**src/rtl/seq_pkg.sv**
```systemverilog
// Shared types and constants for the sequence-detector chain.
// Used by the serializer front end and its bench.
package seq_pkg;

    typedef enum logic {
        IDLE  = 1'b0,
        SHIFT = 1'b1
    } ser_state_t;

    localparam logic SEQ_IDLE_LEVEL = 1'b0;
    localparam int   SEQ_WORD_W     = 8;

endpackage

```
**src/rtl/seq_hold_reg.sv**
```systemverilog
// One-entry holding buffer sitting in front of the shift register.
// A write fills it, a read empties it; write wins if both fire.
module seq_hold_reg
    import seq_pkg::*;
#(
    parameter int WIDTH = SEQ_WORD_W
) (
    input  logic             clk,
    input  logic             rst_n,
    input  logic             wr_en,
    input  logic             rd_en,
    input  logic [WIDTH-1:0] din,
    output logic [WIDTH-1:0] dout,
    output logic             full
);

    logic [WIDTH-1:0] data_q;
    logic             full_q;

    // Capture the word on write; drop the full flag once it is read out.
    always_ff @(posedge clk or negedge rst_n) begin
        if (!rst_n) begin
            data_q <= '0;
            full_q <= 1'b0;
        end else if (wr_en) begin
            data_q <= din;
            full_q <= 1'b1;
        end else if (rd_en) begin
            full_q <= 1'b0;
        end
    end

    assign dout = data_q;
    assign full = full_q;

endmodule

```
**src/rtl/seq_bit_serializer.sv**
```systemverilog
// Parallel-to-serial front end, MSB first, gapless via a one-word hold.
// Define SEQ_SER_PARITY_EN to append an even-parity bit to every word.
module seq_bit_serializer
    import seq_pkg::*;
#(
    parameter int WIDTH = SEQ_WORD_W
) (
    input  logic             Clk,
    input  logic             Rst_n,
    input  logic [WIDTH-1:0] data_in,
    input  logic             data_valid,
    output logic             data_ready,
    output logic             w,
    output logic             w_valid,
    output logic             busy
);

`ifdef SEQ_SER_PARITY_EN
    localparam int FRAME_LEN = WIDTH + 1;
`else
    localparam int FRAME_LEN = WIDTH;
`endif
    localparam int CNT_W = $clog2(WIDTH + 1);
    localparam logic [CNT_W-1:0] LAST_CNT = CNT_W'(FRAME_LEN - 1);

    ser_state_t       state_q, state_d;
    logic [WIDTH-1:0] shreg_q, shreg_d;
    logic [CNT_W-1:0] cnt_q, cnt_d;
`ifdef SEQ_SER_PARITY_EN
    logic             par_q, par_d;
`endif

    logic             hold_full;
    logic             hold_wr;
    logic             hold_rd;
    logic [WIDTH-1:0] hold_dout;
    logic             hs;
    logic             last;
    logic             load;
    logic [WIDTH-1:0] load_word;

    assign hs   = data_valid && data_ready;
    assign last = (state_q == SHIFT) && (cnt_q == LAST_CNT);

    seq_hold_reg #(
        .WIDTH (WIDTH)
    ) u_hold (
        .clk   (Clk),
        .rst_n (Rst_n),
        .wr_en (hold_wr),
        .rd_en (hold_rd),
        .din   (data_in),
        .dout  (hold_dout),
        .full  (hold_full)
    );

    // Next-state: load from input or hold, shift, or fall back to idle.
    always_comb begin
        state_d   = state_q;
        shreg_d   = shreg_q;
        cnt_d     = cnt_q;
        hold_wr   = 1'b0;
        hold_rd   = 1'b0;
        load      = 1'b0;
        load_word = data_in;
`ifdef SEQ_SER_PARITY_EN
        par_d     = par_q;
`endif
        unique case (state_q)
            IDLE: begin
                if (hs) begin
                    load = 1'b1;
                end
            end
            SHIFT: begin
                shreg_d = shreg_q << 1;
                cnt_d   = cnt_q + 1'b1;
                if (last) begin
                    if (hold_full) begin
                        load      = 1'b1;
                        load_word = hold_dout;
                        hold_rd   = 1'b1;
                    end else if (hs) begin
                        load = 1'b1;
                    end else begin
                        state_d = IDLE;
                        cnt_d   = '0;
                    end
                end else if (hs) begin
                    hold_wr = 1'b1;
                end
            end
            default: state_d = IDLE;
        endcase
        if (load) begin
            state_d = SHIFT;
            shreg_d = load_word;
            cnt_d   = '0;
`ifdef SEQ_SER_PARITY_EN
            par_d   = ^load_word;
`endif
        end
    end

    // State, shift register and bit counter.
    always_ff @(posedge Clk or negedge Rst_n) begin
        if (!Rst_n) begin
            state_q <= IDLE;
            shreg_q <= '0;
            cnt_q   <= '0;
`ifdef SEQ_SER_PARITY_EN
            par_q   <= 1'b0;
`endif
        end else begin
            state_q <= state_d;
            shreg_q <= shreg_d;
            cnt_q   <= cnt_d;
`ifdef SEQ_SER_PARITY_EN
            par_q   <= par_d;
`endif
        end
    end

    // Serial line: word bits MSB first, then parity on the last slot.
    always_comb begin
        w       = SEQ_IDLE_LEVEL;
        w_valid = 1'b0;
        if (state_q == SHIFT) begin
            w_valid = 1'b1;
`ifdef SEQ_SER_PARITY_EN
            w = last ? par_q : shreg_q[WIDTH-1];
`else
            w = shreg_q[WIDTH-1];
`endif
        end
    end

    assign data_ready = !hold_full;
    assign busy       = (state_q == SHIFT) || hold_full;

endmodule

```
**config.mk**
```make
export PLATFORM = sky130hd
export DESIGN_NAME = seq_bit_serializer
export DESIGN_NICKNAME = d
export VERILOG_FILES = /design/src/rtl/seq_pkg.sv /design/src/rtl/seq_hold_reg.sv /design/src/rtl/seq_bit_serializer.sv
export SDC_FILE = /design/constraint.sdc
export NUM_CORES = 1
export LEC_CHECK = 0
export CAP_MARGIN = 20
export CORE_AREA = 5 5 54 56
export CTS_CLUSTER_SIZE = 10
export DETAILED_ROUTE_END_ITERATION = 8
export DIE_AREA = 0 0 59 61
export GPL_TIMING_DRIVEN = 0
export PLACE_DENSITY = 0.66
export SLEW_MARGIN = 0
export SYNTH_ARGS = -nofsm -noshare
export SYNTH_HDL_FRONTEND = slang
export SYNTH_SLANG_ARGS = --single-unit
```
**constraint.sdc**
```tcl
create_clock -name Clk -period 2.92 [get_ports Clk]
set_input_delay 0.438 -clock Clk [delete_from_list [all_inputs] [get_ports Clk]]
set_output_delay 0.438 -clock Clk [all_outputs]
set_load 0.02 [all_outputs]
```
==> impl_results.md <==
* Adder-cell share of the synthesized area at under 10%
* RSZ-0062 raised after global routing: no
* Share of layout cells above drive strength 1 at 20.6%
* Residual DRC count at 0
* Leak Pwr at 0.000526 uW
* Synth Area in XOR/XNOR at 0%
* Post-cts sizing count at 0
* Hold WC Path Type: in -> async
* Fmax at roughly 0.45 GHz
* Synth Register Bits at 22
* Req. time, crit path at between 2000 and 2500 ps
* ANT cells at 0
* CP max-delay cell: clkdlybuf4s50_1
* CTS tree: yes
* Worst-path clk slew at 120 ps
* Worst slack, placed at 1040 ps
* Power Density at just under 900 mW/mm2
* Switching Fraction at 29.8%
* Combinational share of power at 32.8%
* Die Wd at approximately 59 um
* CTS Sinks at 22
* Clock Latency Late Sink at between 300 and 400 ps
* Synth top area share at 54.7%
* DR pass1 iterations at 4
* CP arrival at 1790 ps
* # rows at 18
* Int Pwr at a little under 800 uW
* Port-buffer cells at 14
* Mapped Cells at 88
* Mapped Area at between 0.001 and 0.0015 mm2
* Post-layout min period at roughly 2200 ps
* Slew Limit Fails at 0
* Yosys warning count at 0
* Total congestion overflow at 0
* Multiplexer share of the synthesized area at 8.94%
* Die area at approximately 0.0036 mm2
* Mapped Nets at 100
* Slew @ Worst Pin at between 500 and 600 ps
* Final WL at between 1500 and 2000 um
* Ports at 15
* Crit path buffers/inverters at 2
* Root buffer cell: clkbuf_4
* Finish-stage setup viols at 0
* Setup CP Type: reg -> out
* Startpoint types: flip-flop
* Overall routing resource usage at between 10% and 20%
* Synth-to-Final Area Change at 24.3%
* CTS Buffer Depth at 2
* Psw at between 300 and 400 uW
* Critical-path cell list: buf_2, or2_2, clkdlybuf4s50_1
* Primary FF master, synth: dfrtp_1
* Drt first-iter violations at 12
* Vias in the first global route at approximately 700
* Initial antenna violation count at 0
* Initial Utilization at between 40% and 50%
* CP max stage delay at 530 ps
* Compound-Gate Fraction of Synth Area at between 20% and 30%
* Worst setup margin at slightly below 700 ps
* Seq pwr share at 46.4%
* Maximum number of pins on one net before global-route repair at 23
* Worst vdd ir at 0.000447 V
* Total Power at around 1100 uW
* H-tree levels at 1
* FF-to-FF End: u_hold.dout[0]$_DFFE_PN0P_
* Synth cell types at 28
* Mean Syn Cell Area at about 11 um2
* Top post-synthesis cells by area: dfrtp_1 55%, mux2_2 8.9%, o221a_2 4.5%, o22a_1 3.5%, a222oi_1 3.0%
* Max Cap Viol at 0
* DR WL/cell at approximately 14 um
* CP top delay family: buffers and inverters
* Fin nets at 120
* HPWL Detailed at between 1000 and 1500 um
* First-pass GRT wire length at between 3000 and 4000 um
* Hold-fix buffers at CTS at 0
* Outcome: complete, no violations
* Clock Power Share at a little over a fifth
* Total Neg Setup Slack at 0 ps
* R2r setup slk at around 1200 ps
* Hold Fails Final Rpt at 0
* Post-CTS Setup Bufs at 0
* Maximum fanout along the worst path at 10
* Core ar. at approximately 0.0024 mm2
* Vias/cell at around 5.3
* Final period utilization at around three quarters
* Worst Setup End Kind: output pin
* Register area share after synthesis at 54.7%
* Synth Area in Simple Gates at 12.2%
* Total CTS buffers at 3
* Synth area leader: dfrtp_1
* Ys async rst share at 100%
* Final ANT Viol Nets at 0
* Routed vias at ~730
* RR Startpoint: cnt_q[0]$_DFFE_PN0P_
* Worst relative slew slack at a little under two thirds
* Skew final at 6.75 ps
* Largest family of logic cells by synthesized area: compound AO/OA/AOI/OAI gates
* R2R cell count at 5
* Die height at around 60 um
* EDFF count, synth at 0
* Routability cong. at approximately 0.8
==> area by class of cell <==
cell class,instances,area [um2]
Timing Repair Buffer,15,155
Fill cell,233,1130
Clock inverter,1,30.0
Sequential cell,22,551
Inverter,5,18.8
Tap cell,30,37.5
Clock buffer,3,22.5
Multi-Input combinational cell,59,428
Buffer,2,10.0
==> power groups by stage <==
stage | clock network (uW) | registers, uW | logic (uW)
after global placement | 0 | 520 | 353
after detailed placement | 0 | 524 | 366
after CTS | 238 | 516 | 368
final | 233 | 517 | 365
after global routing | 252 | 532 | 401
after floorplan | 0 | 498 | 275
==> routing by layer <==
metal	GRT usage, %	up-vias	share of wire [%]
met5	0	-	0
met4	5.83	0	1.7
met3	2.55	4	6.3
met2	16.7	18	42
met1	17.5	334	50
li1	-	371	-
==> metrics by stage <==
stage / util [%] / instance area [um2] / hold slack, ps / instances
after global routing: 52.5 / 1250 / 355 / 137
after floorplan: - / 1010 / 142 / 88
final: 52.5 / 1250 / 348 / 137
after detailed placement: 49.6 / 1180 / 495 / 132
after CTS: 51.8 / 1240 / 524 / 136
after global placement: 49.6 / 1180 / 495 / 132
==> how the worst max path moves through the flow <==
| stage | from | to | slack [ps] | cells past startpoint |
|---|---|---|---|---|
| after floorplan | cnt_q[0]$_DFFE_PN0P_ | u_hold.dout[0]$_DFFE_PN0P_ | 1400 | 5 |
| after global placement | data_valid | shreg_q[6]$_DFFE_PN0P_ | 1040 | 5 |
| after detailed placement | data_valid | shreg_q[6]$_DFFE_PN0P_ | 1040 | 5 |
| after CTS | state_q$_DFF_PN0_ | busy | 680 | 3 |
| after global routing | state_q$_DFF_PN0_ | busy | 610 | 3 |
| final | state_q$_DFF_PN0_ | busy | 690 | 3 |
==> worst reg2reg max path, cell delays in order (launching register included) <==
cell and delay [ps]:
dfrtp_1 400, ha_1 260, nand3b_1 170, and2_1 230, nand2_2 190, mux2_2 370
==> logic make-up after synthesis <==
kind of cell | Yosys count
and+or+nand+nor | 22
DFF | 22
AOI/OAI and AO/OA | 28
muxes | 8
buffers and inverters | 7
adders and majority gates | 1
==> state kept, by name, indices dropped and copies added (netlist names) <==
register and cells:
u_hold.dout 8, state_q 1, shreg_q 8, u_hold.full 1, cnt_q 4
==> cell usage after synthesis, types with 2 or more instances <==
library cell  number
a21oi_1            5
a222oi_1           3
and2_1             2
dfrtp_1           22
inv_1              5
mux2_2             8
nand2_1            6
nand2b_1           2
nor2_1             2
nor2b_1            2
o21ai_0            5
o21ai_1            4
o221a_2            4
o22a_1             4
==> cell usage in the layout (no fill, tap or decap) <==
cell	synthesis	layout
clkbuf_2	1	1
a31oi_1	1	1
nand2_1	6	6
a222oi_1	3	3
and4_1	1	1
buf_2	1	1
dfrtp_1	22	22
o21ai_0	5	5
bufinv_16	0	1
o221a_2	4	4
nor2b_1	2	2
nand3b_1	1	1
or2_2	1	1
mux2_2	8	8
o21ai_1	4	4
nand3_1	1	1
and2_1	2	2
buf_8	0	1
nor2b_2	1	1
ha_1	1	1
nor2_1	2	2
o22a_1	4	4
inv_1	5	5
clkbuf_4	0	3
a22o_1	1	1
a21oi_1	5	5
or3_1	1	1
nand2_2	1	1
nand4_1	1	1
nand2b_1	2	2
clkdlybuf4s50_1	0	14
o21a_1	1	1
No activity file was read; power rests on OpenSTA's default activity.
